==> src/rtl/aes_key_schedule_iter.sv <==
// Iterative AES-128 key expansion: one round key per clock into a packed
// 11x128 key bus consumed by the round-iterative cipher/decipher cores.

module aes_sbox (
    input  logic [7:0] a_i,
    output logic [7:0] y_o
);

    localparam logic [7:0] SBOX [256] = '{
        8'h63, 8'h7c, 8'h77, 8'h7b, 8'hf2, 8'h6b, 8'h6f, 8'hc5,
        8'h30, 8'h01, 8'h67, 8'h2b, 8'hfe, 8'hd7, 8'hab, 8'h76,
        8'hca, 8'h82, 8'hc9, 8'h7d, 8'hfa, 8'h59, 8'h47, 8'hf0,
        8'had, 8'hd4, 8'ha2, 8'haf, 8'h9c, 8'ha4, 8'h72, 8'hc0,
        8'hb7, 8'hfd, 8'h93, 8'h26, 8'h36, 8'h3f, 8'hf7, 8'hcc,
        8'h34, 8'ha5, 8'he5, 8'hf1, 8'h71, 8'hd8, 8'h31, 8'h15,
        8'h04, 8'hc7, 8'h23, 8'hc3, 8'h18, 8'h96, 8'h05, 8'h9a,
        8'h07, 8'h12, 8'h80, 8'he2, 8'heb, 8'h27, 8'hb2, 8'h75,
        8'h09, 8'h83, 8'h2c, 8'h1a, 8'h1b, 8'h6e, 8'h5a, 8'ha0,
        8'h52, 8'h3b, 8'hd6, 8'hb3, 8'h29, 8'he3, 8'h2f, 8'h84,
        8'h53, 8'hd1, 8'h00, 8'hed, 8'h20, 8'hfc, 8'hb1, 8'h5b,
        8'h6a, 8'hcb, 8'hbe, 8'h39, 8'h4a, 8'h4c, 8'h58, 8'hcf,
        8'hd0, 8'hef, 8'haa, 8'hfb, 8'h43, 8'h4d, 8'h33, 8'h85,
        8'h45, 8'hf9, 8'h02, 8'h7f, 8'h50, 8'h3c, 8'h9f, 8'ha8,
        8'h51, 8'ha3, 8'h40, 8'h8f, 8'h92, 8'h9d, 8'h38, 8'hf5,
        8'hbc, 8'hb6, 8'hda, 8'h21, 8'h10, 8'hff, 8'hf3, 8'hd2,
        8'hcd, 8'h0c, 8'h13, 8'hec, 8'h5f, 8'h97, 8'h44, 8'h17,
        8'hc4, 8'ha7, 8'h7e, 8'h3d, 8'h64, 8'h5d, 8'h19, 8'h73,
        8'h60, 8'h81, 8'h4f, 8'hdc, 8'h22, 8'h2a, 8'h90, 8'h88,
        8'h46, 8'hee, 8'hb8, 8'h14, 8'hde, 8'h5e, 8'h0b, 8'hdb,
        8'he0, 8'h32, 8'h3a, 8'h0a, 8'h49, 8'h06, 8'h24, 8'h5c,
        8'hc2, 8'hd3, 8'hac, 8'h62, 8'h91, 8'h95, 8'he4, 8'h79,
        8'he7, 8'hc8, 8'h37, 8'h6d, 8'h8d, 8'hd5, 8'h4e, 8'ha9,
        8'h6c, 8'h56, 8'hf4, 8'hea, 8'h65, 8'h7a, 8'hae, 8'h08,
        8'hba, 8'h78, 8'h25, 8'h2e, 8'h1c, 8'ha6, 8'hb4, 8'hc6,
        8'he8, 8'hdd, 8'h74, 8'h1f, 8'h4b, 8'hbd, 8'h8b, 8'h8a,
        8'h70, 8'h3e, 8'hb5, 8'h66, 8'h48, 8'h03, 8'hf6, 8'h0e,
        8'h61, 8'h35, 8'h57, 8'hb9, 8'h86, 8'hc1, 8'h1d, 8'h9e,
        8'he1, 8'hf8, 8'h98, 8'h11, 8'h69, 8'hd9, 8'h8e, 8'h94,
        8'h9b, 8'h1e, 8'h87, 8'he9, 8'hce, 8'h55, 8'h28, 8'hdf,
        8'h8c, 8'ha1, 8'h89, 8'h0d, 8'hbf, 8'he6, 8'h42, 8'h68,
        8'h41, 8'h99, 8'h2d, 8'h0f, 8'hb0, 8'h54, 8'hbb, 8'h16
    };

    assign y_o = SBOX[a_i];

endmodule

module aes_key_schedule_iter #(
    parameter int Nk = 4,
    parameter int Nr = 10
) (
    input  logic                  clk,
    input  logic                  reset,
    input  logic                  start,
    input  logic [127:0]          key_in,
    output logic [(Nr+1)*128-1:0] all_keys,
    output logic                  keys_valid,
    output logic                  busy,
    output logic                  done
);

    if (Nk != 4 || Nr != 10) begin : g_bad_param
        $error("aes_key_schedule_iter supports only Nk=4, Nr=10");
    end

    typedef enum logic [1:0] {
        IDLE,
        EXPAND,
        DONE
    } state_t;

    localparam int KW = (Nr + 1) * 128;

    state_t          state_q, state_d;
    logic [3:0]      rnd_q, rnd_d;
    logic [7:0]      rcon_q, rcon_d;
    logic [KW-1:0]   keys_q, keys_d;
    logic            valid_q, valid_d;
    logic            busy_q, busy_d;
    logic            done_q, done_d;

    logic [127:0]    prev;
    logic [31:0]     rot;
    logic [31:0]     sub;
    logic [31:0]     t;
    logic [31:0]     n0, n1, n2, n3;
    logic [7:0]      rcon_nxt;

    // Select the previously written slot (rnd-1) as the expansion source.
    always_comb begin
        prev = '0;
        for (int i = 0; i < Nr; i++) begin
            if (rnd_q == 4'(i + 1)) begin
                prev = keys_q[128*i +: 128];
            end
        end
    end

    assign rot = {prev[23:0], prev[31:24]};

    for (genvar g = 0; g < 4; g++) begin : g_sbox
        aes_sbox u_sbox (
            .a_i (rot[8*g +: 8]),
            .y_o (sub[8*g +: 8])
        );
    end

    assign t  = sub ^ {rcon_q, 24'h0};
    assign n0 = prev[127:96] ^ t;
    assign n1 = prev[95:64]  ^ n0;
    assign n2 = prev[63:32]  ^ n1;
    assign n3 = prev[31:0]   ^ n2;

    assign rcon_nxt = {rcon_q[6:0], 1'b0} ^ (rcon_q[7] ? 8'h1b : 8'h00);

    always_comb begin
        state_d = state_q;
        rnd_d   = rnd_q;
        rcon_d  = rcon_q;
        keys_d  = keys_q;
        valid_d = valid_q;
        busy_d  = busy_q;
        done_d  = 1'b0;
        unique case (state_q)
            IDLE, DONE: begin
                if (start) begin
                    keys_d[127:0] = key_in;
                    rnd_d         = 4'd1;
                    rcon_d        = 8'h01;
                    busy_d        = 1'b1;
                    valid_d       = 1'b0;
                    state_d       = EXPAND;
                end
            end
            EXPAND: begin
                for (int i = 1; i <= Nr; i++) begin
                    if (rnd_q == 4'(i)) begin
                        keys_d[128*i +: 128] = {n0, n1, n2, n3};
                    end
                end
                rcon_d = rcon_nxt;
                // Counter parks at Nr on the final round; no wrap path.
                if (rnd_q == 4'(Nr)) begin
                    busy_d  = 1'b0;
                    valid_d = 1'b1;
                    done_d  = 1'b1;
                    state_d = DONE;
                end else begin
                    rnd_d = rnd_q + 4'd1;
                end
            end
            default: begin
                state_d = IDLE;
            end
        endcase
    end

    always_ff @(posedge clk) begin
        if (reset) begin
            state_q <= IDLE;
            rnd_q   <= 4'd0;
            rcon_q  <= 8'h01;
            keys_q  <= '0;
            valid_q <= 1'b0;
            busy_q  <= 1'b0;
            done_q  <= 1'b0;
        end else begin
            state_q <= state_d;
            rnd_q   <= rnd_d;
            rcon_q  <= rcon_d;
            keys_q  <= keys_d;
            valid_q <= valid_d;
            busy_q  <= busy_d;
            done_q  <= done_d;
        end
    end

    assign all_keys   = keys_q;
    assign keys_valid = valid_q;
    assign busy       = busy_q;
    assign done       = done_q;

endmodule

==> config.mk <==
export PLATFORM = sky130hd
export DESIGN_NAME = aes_key_schedule_iter
export DESIGN_NICKNAME = d
export VERILOG_FILES = /design/src/rtl/aes_key_schedule_iter.sv
export SDC_FILE = /design/constraint.sdc
export NUM_CORES = 2
export LEC_CHECK = 0
export CORE_AREA = 2 2 594 596
export DETAILED_ROUTE_END_ITERATION = 12
export DIE_AREA = 0 0 596 598
export SLEW_MARGIN = 25
export SYNTH_ARGS = -nofsm -noshare
export SYNTH_HDL_FRONTEND = slang
export SYNTH_SLANG_ARGS = --single-unit
==> constraint.sdc <==
create_clock -name clk -period 9.7 [get_ports clk]
set_input_delay 1.455 -clock clk [delete_from_list [all_inputs] [get_ports clk]]
set_output_delay 1.455 -clock clk [all_outputs]
set_load 0.05 [all_outputs]
==> summary.log <==
[sta] count of final max-slew check failures 0
[setup_path] worst r2r path cells 18
[min_path] Worst Hold Class reg2reg
[logic_synthesis] Post-Synthesis Mean Instance Area 7.55 µm²
[global_route] initial antenna violation count 73
[logic_synthesis] syn_nets 10.4k
[global_route] overall global routing resource usage 0.347
[logic_synthesis] number of instances in the synthesized netlist 10.2k
[min_path] number of cells on the worst hold path 2
[clocking] clock tree from TritonCTS done
[pwr] maximum VDD drop 0.141 mV
[logic_synthesis] Warnings, synthesis 0
[setup_path] r2r startpoint rnd_q[0]
[layout] share of the core filled with cells 0.298
[route] number of violations reported at the end of detailed-routing iteration 0 17.3k
[flow_run] Max Cap Violations 0
[sta] Tcrit/Tclk final 0.876
[sta] total negative slack for setup checks 0 ps
[clocking] clock transition at the registers of the reported paths 60 ps
[sta] RSZ-0062 raised after global routing no
[route] TritonRoute pass-1 iters 9
[global_route] via count of the first global-routing pass 85.4k
[logic_synthesis] list of most frequent post-synthesis cells nand2_1, dfxtp_1, a21oi_1
[placement] number of buffers added on ports 1,541
[logic_synthesis] ranking of synthesized cells by area dfxtp_1, nand2_1, a21oi_1, a211oi_1, nor2_1
[clocking] number of CTS-inserted buffers 176
[logic_synthesis] number of flops mapped to enable cells by yosys 0
[route] post-route ant nets 0
[floorplan] core box area 0.351 mm²
[setup_path] Worst R2R End all_keys[1327]
[logic_synthesis] synthesized flop and latch total 1,425
[status] outcome finished clean
[sta] maximum operating frequency 0.118 GHz
[logic_synthesis] portion of synthesized cell area occupied by the leading cell type 0.369
[layout] ratio of cells with drive above 1 in the final layout 0.0875
[logic_synthesis] biggest area consumer among synthesized cells dfxtp_1
[sta] Clock Skews 95.7 ps
[sta] Relative slew margins 0.117
[route] number of vias after detailed routing 96.3k
[logic_synthesis] dominant synthesized flop cell dfxtp_1
[clocking] Post-CTS Repair Setup Buffers 0
[clocking] latest clock arrival within the worst-skew pair 930 ps
[floorplan] initial standard-cell utilization of the core 0.220
[clocking] sinks on the clock net 1,425
[logic_synthesis] most frequently used cell type in the post-synthesis netlist nand2_1
[global_route] largest net degree at the start of global routing 194
[layout] Area growth, synth to finish 35.5%
[setup_path] kind of end point of the critical path flip-flop
[floorplan] die span in x 596 µm
[placement] last weighted congestion value of the routability-driven placer 1.06
[pwr] power per cell area 172 mW/mm²
[floorplan] area of the die 0.356 mm²
[floorplan] vertical die dimension 598 µm
[sta] worst-case setup margin in the final layout 1200 ps
[floorplan] count of standard-cell rows 218
[min_path] endpoint with the worst hold slack all_keys[1316]
[clocking] H-tree levels 4
[route] DRC Markers 0
[floorplan] I/O Pins 1,542
[setup_path] kind of critical path reg2reg
[global_route] total overflow reported by the global router 0
[sta] shortest period the worst path allows 8500 ps
[clocking] # hold bufs at CTS 0
[sta] measured slew at the worst slew-check pin 1320 ps
[route] average wire length per cell after detail routing 40.7 µm
[layout] post-route insts no fill 16.1k
[setup_path] required time of the critical path 10,420 ps
[logic_synthesis] area of the mapped netlist 0.0772 mm²
[setup_path] critical path fanouts, max 85
[setup_path] kind of launch point of the worst setup path flip-flop
[placement] placed insts 15.7k
[route] Final Routed Wirelength 654,000 µm
[logic_synthesis] library cells used by synthesis 108
[global_route] first-pass GRT wire length 846,000 µm
[min_path] startpoint of the most critical hold path all_keys[1316]
[placement] Detailed Place HPWL 490,000 µm
[route] via-per-instance ratio 6.00
[pwr] static power due to leakage 33.8 nW
[sta] number of setup violations in the final report 0
[setup_path] reg2reg setup slack 1200 ps
[layout] final net count 11.4k
[logic_synthesis] sequential area share after synthesis 0.369
[clocking] number of buffers on the longest clock path 4
[clocking] Resize count post-CTS 0
[sta] Final Hold Violating Endpoints 0
[logic_synthesis] share of flip-flops with an asynchronous set or reset 0
[clocking] root buf cell clkbuf_16
[setup_path] Worst EP arrival 9220 ps
[placement] Placement Setup Slack 1450 ps
cells by family after synthesis:
group           count (synthesis)  share of synthesized area
simple gates                 3627                      0.209
buf+inv                      1159                     0.0619
flops                        1425                      0.369
xor+xnor                      216                     0.0280
compound gates               3701                      0.315
mux                            48                    0.00724
fa+ha+maj                      59                    0.00956
flip-flops by register name, indices dropped and copies added (netlist names):
signal and flops:
all_keys 1408, rcon_q 8, rnd_q 4, state_q 2, busy 1, done 1
keys_valid 1
stage by stage:
step | power, mW | cell area (µm²) | hold WS, ps
finish | 18.0 | 105000 | 451
global placement | 10.9 | 98500 | 438
CTS | 17.7 | 104000 | 455
global route | 18.1 | 105000 | 469
floorplan | 8.18 | 77200 | 445
detailed placement | 10.9 | 98600 | 442
how the worst max path moves through the flow:
stage | slack (ps) | from | to
finish | 1200 | rnd_q[0] | all_keys[1327]
global route | 1240 | rnd_q[0] | all_keys[163]
CTS | 1410 | rnd_q[0] | all_keys[1327]
detailed placement | 1450 | rnd_q[0] | all_keys[1327]
global placement | 1420 | rnd_q[0] | all_keys[175]
floorplan | 4150 | rnd_q[1] | all_keys[1063]
metal layers:
layer,track usage,routed length [µm],share of wire,up-vias
met5,0,186,0.00028,-
met4,0.286,66000,0.10,16
met3,0.137,90400,0.14,1849
met2,0.491,262000,0.40,8290
met1,0.411,235000,0.36,46900
li1,-,-,-,39300
cells in the final DEF, fill, tap and decap left out, types with 29 or more instances in the layout:
cell             synthesis  final
a211o_1                 58     58
a211oi_1               512    506
a21o_1                  34     33
a21oi_1               1132   1115
a221o_1                 55     55
a221oi_1                96     96
a22o_1                  31     31
a22oi_1                181    181
a311oi_1                61     60
a31oi_1                 85     79
buf_4                   30    372
clkbuf_1               727     38
clkbuf_16                0    177
clkbuf_8                 0     43
clkdlybuf4s50_1          0   1536
clkinv_2                 0     29
dfxtp_1               1425   1423
diode_2                  0     51
ha_1                    59     55
inv_1                   61     60
mux2i_1                 39     39
nand2_1               1727   1714
nand3_1                183    182
nand3b_1               246    246
nand4_1                 43     43
nor2_1                 885    865
nor3_1                 252    244
nor3b_1                 52     51
o211ai_1               231    231
o21a_1                  42     42
o21ai_0                609    592
o21ai_1                 32     39
o221ai_1                41     38
o22ai_1                 69     68
o311ai_0                53     53
o31ai_1                 61     56
or3_1                   44     39
xnor2_1                142     82
xnor2_2                 15     66
xor2_1                  47     31
power by group:
group          internal, mW  switching, mW
clock                  3.88           2.99
sequential             5.93          0.128
combinational          1.13           3.91
total                  10.9           7.03
critical path: stages (launching register included):
cell	delay, ps
dfxtp_1	510
ha_4	880
and3b_4	980
o2bb2ai_1	180
a22oi_1	100
and3_1	460
inv_2	470
ha_1	520
buf_4	270
inv_1	230
a211oi_1	680
nor3_1	120
o31ai_1	300
a211oi_1	100
a211oi_1	360
a41oi_1	250
xnor2_2	500
xnor2_2	1080
o21ai_0	240
cell type report:
| class | instances | area (µm²) |
|---|---|---|
| multi-input cells | 7651 | 45500 |
| diodes | 51 | 128 |
| flip-flops and latches | 1425 | 28500 |
| inverters | 69 | 263 |
| repair buffers | 1934 | 18600 |
| clock inverters | 51 | 601 |
| clock buffers | 258 | 5160 |
| well taps | 4620 | 5780 |
| fillers | 37800 | 246000 |
Power figures use the tool's default switching activity.
